[src/rtl/line_feed_scheduler.sv]
// line_feed_scheduler: credit-based pixel feeder in front of the 3x3 line-buffer
// window engine. Each completed input line takes one line-buffer credit and each
// engine line-done interrupt gives one back. The source is stalled while no buffer
// is free.
module line_feed_scheduler #(
    parameter int unsigned IMG_WIDTH     = 512,
    parameter int unsigned IMG_HEIGHT    = 512,
    parameter int unsigned NUM_LINE_BUFS = 4
) (
    input  logic                                   clk,
    input  logic                                   rst,
    input  logic                                   start,
    input  logic [7:0]                             s_pixel,
    input  logic                                   s_valid,
    output logic                                   s_ready,
    output logic [7:0]                             pix_out,
    output logic                                   pix_out_valid,
    input  logic                                   line_done_intr,
    output logic [$clog2(NUM_LINE_BUFS+1)-1:0]     credits,
    output logic                                   busy,
    output logic                                   frame_done,
    output logic                                   err_overflow
);

    localparam int unsigned CRED_W = $clog2(NUM_LINE_BUFS + 1);
    localparam int unsigned COL_W  = (IMG_WIDTH > 1) ? $clog2(IMG_WIDTH) : 1;
    localparam int unsigned LINE_W = $clog2(IMG_HEIGHT + 1);

    localparam logic [CRED_W-1:0] CRED_MAX     = CRED_W'(NUM_LINE_BUFS);
    localparam logic [COL_W-1:0]  COL_LAST     = COL_W'(IMG_WIDTH - 1);
    localparam logic [LINE_W-1:0] LINE_LAST    = LINE_W'(IMG_HEIGHT - 1);
    localparam logic [LINE_W-1:0] DRAIN_TARGET = LINE_W'(IMG_HEIGHT - 2);

    typedef enum logic [1:0] {
        IDLE  = 2'd0,
        FEED  = 2'd1,
        DRAIN = 2'd2,
        DONE  = 2'd3
    } state_t;

    state_t             state;
    state_t             state_next;
    logic [COL_W-1:0]   col_cnt;
    logic [COL_W-1:0]   col_next;
    logic [LINE_W-1:0]  lines_written;
    logic [LINE_W-1:0]  lines_written_next;
    logic [LINE_W-1:0]  lines_processed;
    logic [LINE_W-1:0]  lines_processed_next;
    logic [CRED_W-1:0]  credits_next;
    logic               err_next;

    logic               accept;
    logic               line_complete;
    logic               intr_seen;
    logic               intr_ok;

    // Handshake and status decode; all depend on registered state, never on s_valid
    // for s_ready.
    assign s_ready       = (state == FEED) && (credits != '0);
    assign busy          = (state == FEED) || (state == DRAIN);
    assign frame_done    = (state == DONE);
    assign pix_out       = s_pixel;
    assign pix_out_valid = s_valid && s_ready;

    // Per-cycle events: pixel accept, line completion, and a credit-returning interrupt.
    // An interrupt at full credits is only legal if a line consumes a credit that cycle.
    assign accept        = pix_out_valid;
    assign line_complete = accept && (col_cnt == COL_LAST);
    assign intr_seen     = line_done_intr && busy;
    assign intr_ok       = intr_seen && ((credits != CRED_MAX) || line_complete);

    // Next-state and counter update logic.
    always_comb begin
        state_next           = state;
        col_next             = col_cnt;
        lines_written_next   = lines_written;
        lines_processed_next = lines_processed;
        credits_next         = credits + CRED_W'(intr_ok) - CRED_W'(line_complete);
        err_next             = err_overflow;

        if (accept) begin
            col_next = line_complete ? '0 : col_cnt + COL_W'(1);
        end
        if (line_complete) begin
            lines_written_next = lines_written + LINE_W'(1);
        end
        if (intr_ok) begin
            lines_processed_next = lines_processed + LINE_W'(1);
        end
        if (intr_seen && !intr_ok) begin
            err_next = 1'b1;
        end

        case (state)
            IDLE: begin
                if (start) begin
                    state_next           = FEED;
                    col_next             = '0;
                    lines_written_next   = '0;
                    lines_processed_next = '0;
                    credits_next         = CRED_MAX;
                end
            end
            FEED: begin
                if (line_complete && (lines_written == LINE_LAST)) begin
                    state_next = DRAIN;
                end
            end
            DRAIN: begin
                if (lines_processed_next >= DRAIN_TARGET) begin
                    state_next = DONE;
                end
            end
            DONE: begin
                state_next = IDLE;
            end
            default: begin
                state_next = IDLE;
            end
        endcase
    end

    // State and counter registers with synchronous reset.
    always_ff @(posedge clk) begin
        if (rst) begin
            state           <= IDLE;
            col_cnt         <= '0;
            lines_written   <= '0;
            lines_processed <= '0;
            credits         <= CRED_MAX;
            err_overflow    <= 1'b0;
        end else begin
            state           <= state_next;
            col_cnt         <= col_next;
            lines_written   <= lines_written_next;
            lines_processed <= lines_processed_next;
            credits         <= credits_next;
            err_overflow    <= err_next;
        end
    end

endmodule

[config.mk]
export PLATFORM = sky130hd
export DESIGN_NAME = line_feed_scheduler
export DESIGN_NICKNAME = d
export VERILOG_FILES = /design/src/rtl/line_feed_scheduler.sv
export SDC_FILE = /design/constraint.sdc
export NUM_CORES = 1
export LEC_CHECK = 0
export ABC_AREA = 1
export ABC_CLOCK_PERIOD_IN_PS = 7700
export CELL_PAD_IN_SITES_DETAIL_PLACEMENT = 2
export CELL_PAD_IN_SITES_GLOBAL_PLACEMENT = 2
export CORE_ASPECT_RATIO = 2
export CORE_MARGIN = 2
export CORE_UTILIZATION = 33
export DETAILED_ROUTE_END_ITERATION = 12
export PLACE_DENSITY_LB_ADDON = 0.05
export SLEW_MARGIN = 20
export SYNTH_ARGS = -nofsm -noshare
export SYNTH_HDL_FRONTEND = slang
export SYNTH_SLANG_ARGS = --single-unit
[constraint.sdc]
create_clock -name clk -period 7.7 [get_ports clk]
set_input_delay 1.925 -clock clk [delete_from_list [all_inputs] [get_ports clk]]
set_output_delay 1.925 -clock clk [all_outputs]
set_load 0.01 [all_outputs]
==> results.md, run 1 <==
| Parameter | Reported | Unit |
| --- | --- | --- |
| Status | finished clean | - |
| CTS Hold Buffers Added | 0 | - |
| Post-route design area | 0.00226 | mm² |
| Setup violation total in the final timing report | 0 | - |
| RSZ-0062 raised after global routing | false | - |
| Final-report hold violation count | 0 | - |
| Setup TNS | 0 | ns |
| Starting Density | 34.3 | % |
| Horizontal die dimension | 58.7 | µm |
| Remaining global-route overflow | 0 | - |
| Number of max-capacitance violations reported | 0 | - |
| Wirelength per Cell | 15.9 | µm |
| First-pass detailed-route iteration total | 3 | - |
| Maximum buffer depth of the clock tree | 2 | - |
| Minimum period implied by the final worst setup slack | 5.24 | ns |
| Share of total power in sequential cells | 37.2 | % |
| GRT Total Usage | 18.2 | % |
| Normalized max-slew margin | 60.7 | % |
| Sink count of the clock tree | 35 | - |
| Synth-to-layout area growth | 14.2 | % |
| CTS HTree Levels | 2 | - |
| Overall routed net length | 5.37 | mm |
| Crit-path max FO | 9 | - |
| Synthesized flop and latch total | 35 | - |
| Vias after detailed routing | 1,735 | - |
| Antenna diodes | 0 | - |
| Placed cell area | 0.00210 | mm² |
| Area of the mapped netlist | 0.00198 | mm² |
| Cell type with the highest occurrence count on the critical path | sky130_fd_sc_hd__clkdlybuf4s50_1 | - |
| Critical path launch point type | input pin | - |
| Worst slew pin tran | 0.588 | ns |
| Portion of the post-synthesis area used by sequential elements | 35.5 | % |
| Net total in the final layout | 300 | - |
| Placeable Area | 0.00576 | mm² |
| Biggest cell delay along the critical path | 0.57 | ns |
| Pin count of the biggest net entering global routing | 18 | - |
| I/O pin count | 29 | - |
| Root buffer cell | sky130_fd_sc_hd__clkbuf_16 | - |
| Power share of the combinational group | 21.9 | % |
| Endpoint kind of the worst setup timing path | output pin | - |
| Final critical-path share of the clock period | 68.1 | % |
| Total power | 527 | µW |
| Remaining design rule violation count | 0 | - |
| CTS Buf Count | 5 | - |
| Gpl congestion | 0.676 | - |
| Clock edge transition at the registers on the reported setup and hold paths | 0.05 | ns |
| Portion of total power attributed to the clock network | 40.9 | % |
| Switching power of the nets | 152 | µW |
| Cell count after synthesis | 266 | - |
| Multi-input combinational cell area | 0.00106 | mm² |
| Total number of placement rows | 39 | - |
| Wire length of the first global-routing pass | 8.90 | mm |
| IO Port Bufs | 12 | - |
| Power per Cell Area | 234 | mW/mm² |
| Post CTS Setup Buffer Count | 0 | - |
| CP cell instances | clkdlybuf4s50_1, nand3_4, inv_1, clkdlybuf4s50_1 | - |
| Arrival time of data at the critical path endpoint | 3.32 | ns |
| Number of design-rule violations left by the first detailed-router iteration | 16 | - |
| Switching share of power | 28.9 | % |
| TritonCTS clock tree | yes | - |
| Half-perimeter wire length after detailed placement | 4.36 | mm |
| Initial antenna violation count | 0 | - |
| Syn. warnings | 0 | - |
| Worst reg2reg startpoint | col_cnt[0]$_SDFF_PP0_ | - |
| Worst hold path class | register to register | - |
| Min-delay src | lines_written[4]$_SDFF_PP0_ | - |
| Critical path class | input pin to output pin | - |
| Internal power component | 375 | µW |
| Routed vias/inst | 5.15 | - |
| Lkg Pwr | 0.000951 | µW |
| Clk_lat worst skew | 0.28 | ns |
| Worst vdd rail ir drop | 0.135 | mV |
| Post-Synthesis Mean Instance Area | 7.43 | µm² |
| Slowest cell on the critical path | sky130_fd_sc_hd__clkdlybuf4s50_1 | - |
| Fmax | 191 | MHz |
| Number of nets in the synthesized netlist | 291 | - |
| Number of instances resized during post-cts repair | 0 | - |
| Maximum clock skew at final layout | 0.00328 | ns |
| Distinct cell type count after synthesis | 38 | - |
| Area occupied by registers | 701 | µm² |
| Count of pins over their slew limit | 0 | - |
| Filler cells | 697 | - |
| Share of final-layout standard cells stronger than drive strength 1 | 9.42 | % |
| Source of the critical timing path | s_valid | - |
| Post-DRT Antenna Nets | 0 | - |
| Vias in the first global route | 1,939 | - |
| DIE AREA | 0.00666 | mm² |
| CP Data Required Time | 5.78 | ns |
| Overall die height | 113 | µm |
-- worst paths after layout --
path,slack [ns],end,cells past startpoint
max,2.46,pix_out_valid,4
min reg2reg,0.48,lines_written[4]$_SDFF_PP0_,2
min,0.48,lines_written[4]$_SDFF_PP0_,2
max reg2reg,4.54,credits[2]$_SDFF_PP1_,13
-- registers in the layout, indices dropped and copies added, names as in the netlist --
name             cells
state                2
lines_processed     10
err_overflow         1
lines_written       10
col_cnt              9
credits              3
-- stage by stage --
step                      hold WS [ns]  cells  worst slack (ns)  utilization (%)
after floorplan                  0.440    266              3.59                -
after global placement           0.455    329              2.46             36.5
after detailed placement         0.480    329              2.44             36.5
after CTS                        0.489    337              2.44             39.2
after global routing             0.520    337              2.40             39.2
final                            0.475    337              2.46             39.2
-- critical path, delay by kind of cell --
kind | cells | cell delay, ns
buffers and inverters | 3 | 1.22
AND/OR/NAND/NOR | 1 | 0.18
-- Yosys cell counts, drive strengths merged --
library cell   n  area [µm²]
nand3         14        87.6
nand4          4        46.3
nor3b          1        7.51
o21ai         12        60.1
buf            9        71.3
fa             1        20.0
nor4           1        6.26
nand2         56         223
dfxtp         35         701
a22oi          1        12.5
nor3           5        35.0
xor2           3        26.3
inv           36         135
nor2          37         165
and3           1        6.26
or2            2        12.5
nand3b         7        56.3
o21a           3        22.5
a21oi         22         110
a21boi         1        7.51
xnor2          1        8.76
clkbuf         2        7.51
ha            11         138
mux2i          1        10.0
-- kinds of logic after synthesis --
family | after synthesis | synth area share, %
adders and majority gates | 12 | 7.98
buffers and inverters | 47 | 10.8
AOI/OAI and AO/OA | 39 | 10.8
muxes | 1 | 0.507
DFF | 35 | 35.5
and+or+nand+nor | 128 | 32.7
xor gates and xnor gates | 4 | 1.77
-- layout by cell type (no fill, tap or decap), drive strengths merged --
master,n
nor3,5
nor4,1
o21ai,12
o21a,3
dfxtp,35
xor2,3
ha,11
or2,2
a21boi,1
nand4,4
a22oi,1
inv,36
clkdlybuf4s50,12
xnor2,1
nor3b,1
a21oi,22
mux2i,1
and3,1
nand3,14
nor2,37
fa,1
nand3b,7
buf,1
nand2,56
clkbuf,8
-- cell type report --
class	instances	area share, %
multi-input combinational	184	47.0
tap	61	3.38
sequential	35	31.0
timing repair buffer	13	5.65
clock buffer	8	6.93
inverter	36	5.99
-- power groups by stage --
stage	Combinational (µW)	Clock [µW]	Sequential, µW
after CTS	120	224	197
final	115	216	196
after detailed placement	119	0	201
after floorplan	76.9	0	199
after global placement	116	0	200
after global routing	128	232	198
-- per-layer routing --
| layer | up-vias | GRT usage (%) | wire (µm) |
|---|---|---|---|
| li1 | 857 | - | - |
| met2 | 12 | 39.0 | 3550 |
| met5 | - | 0 | 0 |
| met3 | 5 | 3.17 | 89 |
| met4 | 0 | 7.73 | 106 |
| met1 | 861 | 14.2 | 1630 |
Note: power is estimated with default switching activity, not from simulation.
==> inputs of run 2 (changes only) <==
ABC_CLOCK_PERIOD_IN_PS = 4280   (was 7700)
CORE_UTILIZATION = 28   (was 33)
clock period = 4.28 ns   (was 7.7 ns; I/O delays follow)
==> run 2 against run 1 <==
Final area is 1.1% higher. Sequential power up 81%. Critical path depth is the same. Clock skew hardly changed. Worst setup slack worse by 1.7 ns. Via count up 0.86%. Clock power is 63% higher. Sequential cell count stayed put. Critical endpoint unchanged. Largest cell class unchanged. Largest power group is now registers.
==> results.md, run 2 (synthesized netlist as in run 1, its figures left out) <==
| Parameter | Reported | Unit | vs previous |
| --- | --- | --- | --- |
| Status | finished clean | - | unchanged |
| Hold slack | 0.481 | ns | was 0.475 ns |
| Horizontal die dimension | 63.4 | µm | was 58.7 µm |
| Net total in the final layout | 301 | - | was 300 |
| Minimum period implied by the final worst setup slack | 3.56 | ns |  |
| Switching power of the nets | 274 | µW | was 152 µW |
| TritonCTS clock tree | yes | - | unchanged |
| Worst vdd rail ir drop | 0.216 | mV | was 0.135 mV |
| Biggest cell delay along the critical path | 0.58 | ns | was 0.57 ns |
| Power share of the combinational group | 22.8 | % | was 21.9% |
| Highest metal layer used by the detailed router | met4 | - | unchanged |
| Internal power component | 642 | µW | was 375 µW |
| Top library cells by usage in the layout, fill and taps aside | sky130_fd_sc_hd__nand2_1, sky130_fd_sc_hd__dfxtp_1, sky130_fd_sc_hd__inv_1, sky130_fd_sc_hd__nor2_1, sky130_fd_sc_hd__a21oi_1 | - | unchanged |
| CTS Buf Count | 5 | - | unchanged |
| Pin count of the biggest net entering global routing | 17 | - | was 18 |
| Switching share of power | 29.9 | % | was 28.9% |
| Worst r2r dst | credits[2]$_SDFF_PP1_ | - | unchanged |
| Normalized max-slew margin | 60.0 | % | was 60.7% |
| Initial antenna violation count | 0 | - | unchanged |
| Reg-to-reg setup timing slack | 1.53 | ns | was 4.54 ns |
| Vias after detailed routing | 1,750 | - | was 1,735 |
| Setup TNS | 0 | ns | unchanged |
| Remaining design rule violation count | 0 | - | unchanged |
| Total length of routed met2 wires | 3.49 | mm | was 3.55 mm |
| CTS HTree Levels | 2 | - | unchanged |
| Lkg Pwr | 0.000947 | µW | was 0.000951 µW |
| Portion of total power attributed to the clock network | 38.6 | % | was 40.9% |
| Worst-case reg-to-reg path depth | 13 | - | unchanged |
| Utilization of the core after routing | 33.1 | % | was 39.2% |
| Wire length of the first global-routing pass | 9.34 | mm | was 8.90 mm |
| Clk_lat worst skew | 0.28 | ns | about the same |
| Maximum buffer depth of the clock tree | 2 | - | unchanged |
| Sum of buffers and inverters on the critical path | 3 | - | unchanged |
| Worst hold path class | register to register | - | unchanged |
| Slowest cell on the critical path | sky130_fd_sc_hd__clkdlybuf4s50_1 | - | unchanged |
| Routed vias/inst | 4.77 | - | was 5.15 |
| Post-DRT Antenna Nets | 0 | - | unchanged |
| Wirelength per Cell | 14.8 | µm | was 15.9 µm |
| Worst Hold End | err_overflow$_SDFFE_PP0P_ | - | was lines_written[4]$_SDFF_PP0_ |
| Most common library cell in the layout ignoring fill and taps | sky130_fd_sc_hd__nand2_1 | - | unchanged |
| Half-perimeter wire length after detailed placement | 4.31 | mm | was 4.36 mm |
| Clock edge transition at the registers on the reported setup and hold paths | 0.05 | ns | about the same |
| Cell type with the highest occurrence count on the critical path | sky130_fd_sc_hd__clkdlybuf4s50_1 | - | unchanged |
| Final critical-path share of the clock period | 83.1 | % |  |
| CP cell instances | clkdlybuf4s50_1, nand3_4, inv_1, clkdlybuf4s50_1 | - | unchanged |
| CP Data Required Time | 3.21 | ns | was 5.78 ns |
| Fmax | 281 | MHz |  |
| Remaining global-route overflow | 0 | - | unchanged |
| DIE AREA | 0.00778 | mm² | was 0.00666 mm² |
| Number of design-rule violations left by the first detailed-router iteration | 34 | - | was 16 |
| Share of final-layout standard cells stronger than drive strength 1 | 9.39 | % | was 9.42% |
| Maximum clock skew at final layout | 0.00334 | ns | was 0.00328 ns |
| Number of instances resized during post-cts repair | 0 | - | unchanged |
| Regs by FF count | lines_processed x10, lines_written x10, col_cnt x9 | - | unchanged |
| Worst slew pin tran | 0.599 | ns | was 0.588 ns |
| Count of pins over their slew limit | 0 | - | unchanged |
| RSZ-0062 raised after global routing | false | - | unchanged |
| Wire length the detailed router placed on met1 | 1.73 | mm | was 1.63 mm |
| Synth-to-layout area growth | 15.5 | % | was 14.2% |
| Overall routed net length | 5.42 | mm | was 5.37 mm |
| Final-report hold violation count | 0 | - | unchanged |
| GRT Total Usage | 15.8 | % | was 18.2% |
| Hold path cells | 1 | - | was 2 |
| CTS Hold Buffers Added | 0 | - | unchanged |
| Min-delay src | err_overflow$_SDFFE_PP0P_ | - | was lines_written[4]$_SDFF_PP0_ |
| Root buffer cell | sky130_fd_sc_hd__clkbuf_16 | - | unchanged |
| Total number of placement rows | 43 | - | was 39 |
| Sink count of the clock tree | 35 | - | unchanged |
| Worst reg2reg startpoint | col_cnt[0]$_SDFF_PP0_ | - | unchanged |
| Starting Density | 28.7 | % | was 34.3% |
| Number of max-capacitance violations reported | 0 | - | unchanged |
| Placeable Area | 0.00689 | mm² | was 0.00576 mm² |
| Placed cell area | 0.00214 | mm² | was 0.00210 mm² |
| IO Port Bufs | 12 | - | unchanged |
| Crit-path max FO | 9 | - | unchanged |
| I/O pin count | 29 | - | unchanged |
| Antenna diodes | 0 | - | unchanged |
| Gpl congestion | 0.704 | - | was 0.676 |
| Vias in the first global route | 1,943 | - | was 1,939 |
| Post-route design area | 0.00228 | mm² | was 0.00226 mm² |
| Endpoint kind of the worst setup timing path | output pin | - | unchanged |
| First-pass detailed-route iteration total | 2 | - | was 3 |
| Area occupied by registers | 701 | µm² | unchanged |
| Setup violation total in the final timing report | 0 | - | unchanged |
| Share of total power in sequential cells | 38.6 | % | was 37.2% |
| Post CTS Setup Buffer Count | 0 | - | unchanged |
| Overall die height | 123 | µm | was 113 µm |
| Cell class contributing the biggest share of worst-path delay | buffers and inverters | - | unchanged |
| Arrival time of data at the critical path endpoint | 2.49 | ns | was 3.32 ns |
| Multi-input combinational cell area | 0.00106 | mm² | unchanged |
| Total length of routed met3 wires | 85 | µm | was 89 µm |
| Filler cells | 872 | - | was 697 |
| Power per Cell Area | 401 | mW/mm² | was 234 mW/mm² |
| Critical path class | input pin to output pin | - | unchanged |
| Critical path launch point type | input pin | - | unchanged |
## run 2: cell types whose count changed in the layout (fill, tap and decap cells not counted)
cell,change
sky130_fd_sc_hd__buf_4,+1
sky130_fd_sc_hd__clkbuf_1,+1
sky130_fd_sc_hd__clkbuf_8,-2
sky130_fd_sc_hd__clkinv_2,+1
## run 2: how the worst max path moves through the flow
stage | startpoint | slack (ns) | depth (start not counted) | to
2_1_floorplan | s_valid | 1.60 | 9 | credits[2]$_SDFF_PP1_
3_3_place_gp | s_valid | 0.73 | 4 | pix_out_valid
3_5_place_dp | s_valid | 0.71 | 4 | pix_out_valid
4_1_cts | s_valid | 0.71 | 4 | pix_out_valid
5_1_grt | s_valid | 0.63 | 4 | pix_out_valid
6_report | s_valid | 0.72 | 4 | pix_out_valid
## run 2: area by class of cell
class,instances,share of cell area [%]
Clock inverter,1,0.219
Sequential cell,35,30.7
Inverter,36,5.92
Clock buffer,7,5.81
Timing Repair Buffer,14,5.92
Multi-Input combinational cell,184,46.5
Tap cell,90,4.93
## run 2: layer usage
metal | GRT usage, % | vias up
met3 | 2.66 | 7
met2 | 33.8 | 9
met5 | 0 | -
li1 | - | 863
met4 | 6.52 | 0
met1 | 13.6 | 871
## run 2: stage by stage
| stage | cells | total power [µW] | worst slack [ns] |
|---|---|---|---|
| 5_1_grt | 367 | 974 | 0.631 |
| 3_3_place_gp | 359 | 573 | 0.726 |
| 3_5_place_dp | 359 | 576 | 0.709 |
| 2_1_floorplan | 266 | 497 | 1.60 |
| 6_report | 367 | 916 | 0.722 |
| 4_1_cts | 367 | 942 | 0.709 |
## run 2: power groups by stage
stage	Combinational, µW	Clock [µW]	Sequential [µW]
6_report	209	353	354
5_1_grt	237	380	357
4_1_cts	217	370	354
3_5_place_dp	215	0	362
3_3_place_gp	212	0	361
2_1_floorplan	138	0	358
## run 2: worst register-to-register path: cells and delay by family (launching register included)
kind	cells	cell delay (ns)
buffers and inverters	2	0.09
flip-flops	1	0.38
AND/OR/NAND/NOR	6	0.96
adder cells (fa/ha/maj)	5	1.28
